--- config.mk ---
export PLATFORM = sky130hd
export DESIGN_NAME = cursor_display
export DESIGN_NICKNAME = d
export VERILOG_FILES = /design/src/rtl/cursor_display.sv
export SDC_FILE = /design/constraint.sdc
export NUM_CORES = 1
export LEC_CHECK = 0
export CORE_UTILIZATION = 57
export CTS_CLUSTER_DIAMETER = 120
export DETAILED_ROUTE_END_ITERATION = 16
export GPL_ROUTABILITY_DRIVEN = 0
export GPL_TIMING_DRIVEN = 0
export PLACE_DENSITY = 0.87
export SLEW_MARGIN = 20
export SYNTH_ARGS = -nofsm -noshare
export SYNTH_HDL_FRONTEND = slang
export SYNTH_SLANG_ARGS = --single-unit
--- constraint.sdc ---
create_clock -name clk -period 7.2 [get_ports clk]
set_input_delay 1.08 -clock clk [delete_from_list [all_inputs] [get_ports clk]]
set_output_delay 1.08 -clock clk [all_outputs]
set_load 0.1 [all_outputs]
--- src/rtl/cursor_display.sv ---
// Cursor/mark display driver: synchronises the select button, keeps an 8-cell mark map and
// scans it onto an 8-digit 7-segment display. Build with CURSOR_BLINK_EN for a blinking cursor.
module cursor_display #(
    parameter int unsigned SCAN_DIV  = 50000,
    parameter int unsigned BLINK_DIV = 12500000
) (
    input  logic       clk,
    input  logic       reset,
    input  logic       switch,
    input  logic [2:0] pos,
    input  logic       select_n,
    output logic [7:0] seg,
    output logic [7:0] an,
    output logic [7:0] marks,
    output logic [3:0] mark_count
);

    localparam int unsigned SCAN_W = $clog2(SCAN_DIV);
    localparam logic [SCAN_W-1:0] SCAN_LAST = SCAN_W'(SCAN_DIV - 1);

    logic              s1, s2, p;
    logic              press_q, press_d;
    logic [7:0]        marks_q, marks_d;
    logic [3:0]        count_q, count_d;
    logic [SCAN_W-1:0] scan_cnt_q, scan_cnt_d;
    logic [2:0]        idx_q, idx_d;
    logic [7:0]        seg_q, seg_d;
    logic [7:0]        an_q, an_d;
    logic              blink;
    logic              cursor_here;

`ifdef CURSOR_BLINK_EN
    localparam int unsigned BLINK_W = $clog2(BLINK_DIV);
    localparam logic [BLINK_W-1:0] BLINK_LAST = BLINK_W'(BLINK_DIV - 1);

    logic [BLINK_W-1:0] blink_cnt_q, blink_cnt_d;
    logic               blink_q, blink_d;

    always_comb begin
        blink_cnt_d = blink_cnt_q + BLINK_W'(1);
        blink_d     = blink_q;
        if (blink_cnt_q == BLINK_LAST) begin
            blink_cnt_d = '0;
            blink_d     = ~blink_q;
        end
    end

    always_ff @(posedge clk) begin
        if (reset) begin
            blink_cnt_q <= '0;
            blink_q     <= 1'b1;
        end else begin
            blink_cnt_q <= blink_cnt_d;
            blink_q     <= blink_d;
        end
    end

    assign blink = blink_q;
`else
    logic unused_blink_div;
    assign unused_blink_div = (BLINK_DIV != 0);
    assign blink = 1'b1;
`endif

    always_comb begin
        // One-cycle pulse on the falling edge of the synchronised button
        press_d = p & ~s2;

        marks_d = marks_q;
        if (press_q && switch) begin
            marks_d[pos] = ~marks_q[pos];
        end

        count_d = '0;
        for (int i = 0; i < 8; i++) begin
            count_d = count_d + {3'b000, marks_q[i]};
        end

        scan_cnt_d = scan_cnt_q + SCAN_W'(1);
        idx_d      = idx_q;
        if (scan_cnt_q == SCAN_LAST) begin
            scan_cnt_d = '0;
            idx_d      = idx_q + 3'd1;
        end

        an_d        = ~(8'd1 << idx_q);
        cursor_here = (idx_q == pos) && blink;
        unique case ({cursor_here, marks_q[idx_q]})
            2'b00:   seg_d = 8'hFF;
            2'b01:   seg_d = 8'hC0;
            2'b10:   seg_d = 8'hBF;
            2'b11:   seg_d = 8'h40;
            default: seg_d = 8'hFF;
        endcase
    end

    always_ff @(posedge clk) begin
        if (reset) begin
            s1         <= 1'b1;
            s2         <= 1'b1;
            p          <= 1'b1;
            press_q    <= 1'b0;
            marks_q    <= '0;
            count_q    <= '0;
            scan_cnt_q <= '0;
            idx_q      <= '0;
            seg_q      <= 8'hFF;
            an_q       <= 8'hFF;
        end else begin
            s1         <= select_n;
            s2         <= s1;
            p          <= s2;
            press_q    <= press_d;
            marks_q    <= marks_d;
            count_q    <= count_d;
            scan_cnt_q <= scan_cnt_d;
            idx_q      <= idx_d;
            seg_q      <= seg_d;
            an_q       <= an_d;
        end
    end

    assign seg        = seg_q;
    assign an         = an_q;
    assign marks      = marks_q;
    assign mark_count = count_q;

endmodule

Word-level counts from Yosys, hierarchy flattened
Index checks and enable logic that the tools add are counted.

Logic and storage cells: 44. Input port bits: 7. Output and inout port bits: 28. Bits in registers: 51.

Add/subtract/negate cells: 9. Reduce and logical (&&, ||, !) cells: 4. Magnitude comparators: 3. Bitwise logic cells: 4. Shift operators: 1. Muxes and demuxes: 8. Equality and inequality tests: 5.

Operator list (count): $pmux 8 s4 (1); $add 16x1->16 const B (1); $add 4x1->4 (4); $eq 16x16->1 const B (1); $bwmux 8 (1); $lt 3x4->1 const B (2); $not 8->8 (1); $shl 1x3->8 const A (1); $bmux 1 s3 (2); $add 3x1->4 (1); $eq 2x2->1 const B (2); $add 2x1->3 (1); $add 3x1->3 const B (1); $demux 1 s3 (1); $eq 3x3->1 (1); $ge 3x1->1 const B (1); $mux 1 (3); $add 1x1->2 (1); $eq 2x1->1 const B (1); $logic_and 1x1->1 (2); $logic_not 2->1 (1); $not 1->1 (2); $reduce_or 2->1 (1); $and 1x1->1 (1).

Longest topological paths before layout
Gate-level depths: netlist (run 1).

Depth after elaboration: 7. Depth in mapped cells: 10. Mapped depth without buffers: 10.

Worst setup path before layout (run 1)
OpenSTA, ideal clock, no wires.

Kind: register to register. Start point: reg marks_q[0], in the netlist marks[0]. End point: reg count_q[2], in the netlist mark_count[2]. Arrival: 3.340 ns. Stages on the path, launching flop included: 11. Setup time: 0.128 ns. Path buffers: 0. Setup slack: 3.733 ns. Clock period less this slack: 3.467 ns. Required time: 7.072 ns. Cell sequence: dfxtp_1 inv_1 fa_1 fa_1 fa_1 inv_1 ha_1 inv_1 fa_1 xor2_1 nor2_1.

Longest elaborated chain between the ends: 7.

RTL lines: start: declaration (line 23) `logic [7:0] marks_q, marks_d;`; start signal: assignment (line 114) `marks_q <= marks_d;`; $add 1x1->2 (line 76) `count_d = count_d + {3'b000, marks_q[i]};`; $add 2x1->3 (line 76); $add 3x1->4 (line 76); $add 4x1->4 (4 in series) (line 76); end signal: assignment (line 115) `count_q <= count_d;`; end: declaration (line 24) `logic [3:0] count_q, count_d;`.

No other way between the ends. A chain may end at the register's enable or synchronous reset.

Worst setup path in the final report (run 1)
Start point: reg seg_q[5], in the netlist seg[5]. End point: out seg[5].

RTL lines: start: declaration (line 27) `logic [7:0] seg_q, seg_d;`; start signal: assignment (line 118) `seg_q <= seg_d;`; end: declaration (line 12) `output logic [7:0] seg,`.

No word-level cell between the ends.

==> impl_metrics.tcl, run 1 <==
set metrics [dict create \
    status "finished clean" \
    hpwl_um 2960 \
    synth_ff_type "dfxtp_1" \
    crit_path_top_delay_cell "clkdlybuf4s50_1" \
    maxCapViolations 0 \
    drive_above_1_share 0.150 \
    yosysMostFrequentCell "dfxtp_1" \
    nFillCells 291 \
    synth-compound-area-share 0.0530 \
    cts_resized 0 \
    post-route-period-util 0.423 \
    synth_common_cells "dfxtp_1 (46), inv_1 (20), nor2_1 (19), nand2_1 (16), xnor2_1 (14)" \
    yosys.area.top_type "dfxtp_1" \
    cts_tree "built" \
    skew_ns 0.00499 \
    syn_to_final_growth_pct 20.8 \
    seq_area_frac_synth 0.406 \
    routed_wl_um 4050 \
    drt-initial-drc-count 65 \
    clockBufferDepth 2 \
    cp-end-kind "primary output" \
    power.density_nw_per_um2 168 \
    antenna_found_initial 0 \
    fin_crit_ns 3.04 \
    htreeDepth 2 \
    setup_tns_ns 0 \
    die_h_um 65.1 \
    nets 296 \
    path_class "flip-flop to primary output" \
    synth_top_area_frac 0.406 \
    synthArstFlopShare 0 \
    synth_edf_count 0 \
    avgRoutedWirePerCell_um 12.6 \
    ant_nets 0 \
    cts_root_buffer "clkbuf_8" \
    slew_headroom 0.352 \
    p_leak_nw 1.01 \
    drv_slew 0 \
    portBuffers 32 \
    finalSetupViolations 0 \
    fmax_mhz 329 \
    synth.area.top_cells "dfxtp_1 (41%), ha_1 (6.6%), xnor2_1 (5.4%), nor2_4 (4.0%), fa_1 (3.5%)" \
    die_x_um 65.1 \
    synth_top_family_by_area "simple AND/OR/NAND/NOR gates" \
    synthMuxAreaShare 0.0425 \
    synthSimpleGateAreaFrac 0.250 \
    worst_pin_slew_ns 0.968 \
    cts_made_buffers 5 \
    via_per_inst 5.33 \
    core_sq_um 3740 \
    yosysWarnings 0 \
    holdBufCountCts 0 \
    synthXorXnorAreaFrac 0.0734 \
    placementRows 22 \
    dp.cells 314 \
    avgSynthCellArea_sq_um 9.68 \
    cts_setup_buffers 0 \
    synth_cell_types 41 \
    rsz0062_at_grt "no" \
    finalPower_uw 461 \
    path_clk_slew_ns 0.08 \
    grt_overflow 0 \
    start_kind "flip-flop" \
    drc_errors 0 \
    track_usage 0.223 \
    path_cells "buf_4 -> clkdlybuf4s50_1" \
    via_count 1715 \
    start_util 0.605 \
    worstPathRequired_ns 6.12 \
    ys_seq_elements 46 \
    arrival_ns 1.96 \
    antennaDiodeCount 0 \
    hp-class "flip-flop to flip-flop" \
    synthAdderAreaFrac 0.102 \
    cts.sink_count 46 \
    die-area_sq_um 4230 \
    grt_pass1_vias 1626 \
    grt_max_degree 14 \
    grt_pass1_wl_um 7220 \
    first_pass_iters 4 \
    postSynthCellCount 234 \
    io_pins 35 \
    final-hold-violation-count 0 \
    synth.net_count 257 \
    clkLatencyLatePin_ns 0.30 \
    syn_area_sq_um 2270 \
    peakVddDrop_mv 0.109 \
    cp_slowest_stage_delay_ns 1.12 \
    instances_no_fill 322 \
    crit_path_max_fanout 6 \
]
[flip-flops by register name (all words and copies together), names as in the netlist, 3 cells and up]
name / flops
an: 8
scan_cnt_q: 16
marks: 8
idx_q: 3
mark_count: 4
seg: 3
[report_power, final]
part,leakage (nW),internal (mW),switching (mW),total (mW)
registers,0.373,0.257,0.00291,0.260
clock network,0.0482,0.0775,0.0838,0.161
logic,0.585,0.0129,0.0267,0.0396
total,1.01,0.348,0.113,0.461
[area by class of cell]
cell class,instances,area (sq um),share of cell area
clock buffers,7,86.3,0.0315
flip-flops and latches,46,921,0.336
clock inverters,1,5.00,0.00183
multi-input cells,156,1180,0.431
inverters,20,75.1,0.0274
plain buffers,12,90.1,0.0329
repair buffers,32,320,0.117
well taps,48,60.1,0.0219
[cell families (layout without fill, tap and decap cells)]
kind of cell,count (synthesis),after routing
muxes,6,6
adders and majority gates,16,16
xor gates and xnor gates,19,19
DFF,46,46
and+or+nand+nor,95,95
AOI/OAI and AO/OA,20,20
buffers and inverters,32,72
[placed cells by master (no fill, tap or decap), drive strengths merged, types with 2 or more instances in the layout]
cell type	instances
nor3	4
nand2b	6
a21oi	9
dfxtp	46
clkbuf	10
nand2	17
xnor2	14
nand4	6
inv	20
nor2	29
or3	6
or2	3
xor2	5
buf	9
fa	4
mux2	3
nand3	10
ha	12
nor2b	2
and3	3
clkdlybuf4s50	32
mux4	2
and4	2
nor4	4
o21ai	8
[layer usage]
layer | GRT usage | part of all wire
met2 | 0.370 | 0.48
met1 | 0.275 | 0.44
met3 | 0.0493 | 0.046
met5 | 0 | 0
met4 | 0.103 | 0.029
[worst max-delay path: cells and delay by family (launching register included)]
family,cells,cell delay (ns)
flops,1,0.41
buf+inv,2,1.26
[stage by stage]
step | setup slack [ns] | utilization | area [sq um] | hold WS, ns
floorplan | 3.73 | - | 2270 | 0.389
global placement | 4.33 | 0.707 | 2650 | 0.394
detailed placement | 4.30 | 0.707 | 2650 | 0.403
CTS | 4.13 | 0.731 | 2740 | 0.420
global route | 4.06 | 0.731 | 2740 | 0.434
finish | 4.16 | 0.731 | 2740 | 0.419
[path summary, 6_finish.rpt]
kind         startpoint             to  slack (ns)  cells after the start
max              seg[5]         seg[5]        4.16                      2
min                  s1             s2        0.42                      1
max reg2reg    marks[0]  mark_count[2]        4.28                     10
min reg2reg          s1             s2        0.42                      1
Power figures use the tool's default switching activity.
==> run 2: changes to the inputs <==
Settings changed: CORE_UTILIZATION 57 to 53, PLACE_DENSITY 0.87 to 0.82.
Clock period 7.2 ns to 2.85 ns, I/O delays scaled along.
==> run 2 against run 1 <==
Effect of this change: via count shrank 3.2%; register-to-register slack lost 4.3 ns; non-clock buffer count grew 2; critical path type is now flip-flop to flip-flop; largest power group unchanged; highest routed layer unchanged.
==> impl_metrics.tcl, run 2 (same netlist as run 1, synthesis figures left out) <==
set metrics [dict create \
    arrival_ns 3.03 \
    layout_common_cells "dfxtp_1 (41), clkdlybuf4s50_1 (32), nor2_1 (19), inv_1 (17), nand2_1 (16)" \
    worst_pin_slew_ns 0.973 \
    path_class "flip-flop to flip-flop" \
    power.density_nw_per_um2 412 \
    routed_wl_um 3950 \
    slew_headroom 0.349 \
    finalSetupViolations 0 \
    via_per_inst 5.09 \
    largest_reg_flops 16 \
    antennaDiodeCount 0 \
    holdBufCountCts 0 \
    via_count 1660 \
    worstPathRequired_ns 3.03 \
    htreeDepth 2 \
    path_clk_slew_ns 0.08 \
    cts.sink_count 46 \
    first_pass_iters 4 \
    syn_to_final_growth_pct 22.0 \
    nets 298 \
    die-area_sq_um 4540 \
    grt_pass1_vias 1419 \
    grt_overflow 0 \
    drc_errors 0 \
    maxCapViolations 0 \
    drv_slew 0 \
    start_kind "flip-flop" \
    final-hold-violation-count 0 \
    fin_crit_ns 2.85 \
    drt-initial-drc-count 57 \
    ant_nets 0 \
    die_x_um 67.4 \
    hp-class "flip-flop to flip-flop" \
    status "finished clean" \
    cts_root_buffer "clkbuf_8" \
    start_util 0.558 \
    finalPower_mw 1.14 \
    io_pins 35 \
    antenna_found_initial 0 \
    grt_max_degree 14 \
    track_usage 0.200 \
    skew_ns 0.00586 \
    rsz0062_at_grt "yes" \
    top_register "scan_cnt_q" \
    core_sq_um 4060 \
    clkLatencyLatePin_ns 0.30 \
    post-route-period-util 0.998 \
    peakVddDrop_mv 0.308 \
    setup_tns_ns 0 \
    placementRows 23 \
    clockBufferDepth 2 \
    cp-end-kind "flip-flop" \
    portBuffers 32 \
    fmax_mhz 351 \
    hpwl_um 2940 \
    avgRoutedWirePerCell_um 12.1 \
    die_h_um 67.4 \
    cts_made_buffers 5 \
    grt_pass1_wl_um 6570 \
    drive_above_1_share 0.185 \
    crit_path_max_fanout 3 \
    instances_no_fill 326 \
    dp.cells 316 \
    final_common_cell "dfxtp_1" \
    cts_tree "built" \
    p_leak_nw 1.01 \
]
run 2: report_power, final:
| part | switching, mW | total (mW) | internal [mW] |
|---|---|---|---|
| logic | 0.0665 | 0.0992 | 0.0327 |
| registers | 0.00725 | 0.655 | 0.648 |
| clock network | 0.211 | 0.386 | 0.174 |
run 2: per-layer routing:
metal  part of all wire  up-vias  global-route usage
met5                  0        -                   0
met2               0.47       43               0.310
li1                   -      852                   -
met3              0.046        9              0.0743
met1               0.47      756               0.250
met4              0.021        0              0.0798
run 2: metrics by stage:
step | setup slack, ns | hold WS, ns | utilization | area, sq um
final | 0.00470 | 0.414 | 0.681 | 2770
after global routing | -0.0694 | 0.428 | 0.681 | 2770
after floorplan | -0.0540 | 0.389 | - | 2280
after CTS | -0.00556 | 0.416 | 0.677 | 2750
after detailed placement | 0.0344 | 0.396 | 0.656 | 2660
after global placement | 0.0534 | 0.394 | 0.656 | 2660
run 2: worst paths after layout:
path	cells past startpoint	start	slack, ns	endpoint
worst max-delay path	9	marks[1]	0.005	mark_count[1]
worst min-delay path	2	p	0.41	press_q
worst max register to register	9	marks[1]	0.005	mark_count[1]
worst min register to register	2	p	0.41	press_q
run 2: layout make-up:
type	count	area, sq um
buffer	12	90.1
clock buffer	8	80.1
fill	346	1290
inverter	20	77.6
multi-input combinational	156	1180
sequential	46	935
tap	50	62.6
timing repair buffer	34	335
run 2: worst max-delay path, stage by stage (launching register included):
cell and delay, ns:
dfxtp_4 0.37, inv_4 0.04, fa_1 0.58, fa_1 0.43, fa_1 0.44, inv_1 0.07, ha_2 0.19, inv_2 0.04
fa_2 0.51, nor2_1 0.04
run 2: repair_timing:
item                       4_1_cts  5_1_grt
buffers inserted                 0        2
setup endpoints to repair        1        2
pin swaps                        0        1
gates resized for setup          1        3
==> run 3: changes to the inputs <==
Settings changed: ABC_CLOCK_PERIOD_IN_PS from default to 2850.
==> results of run 3 <==
The final DEF is identical to that of run 2; final timing and power are the same.
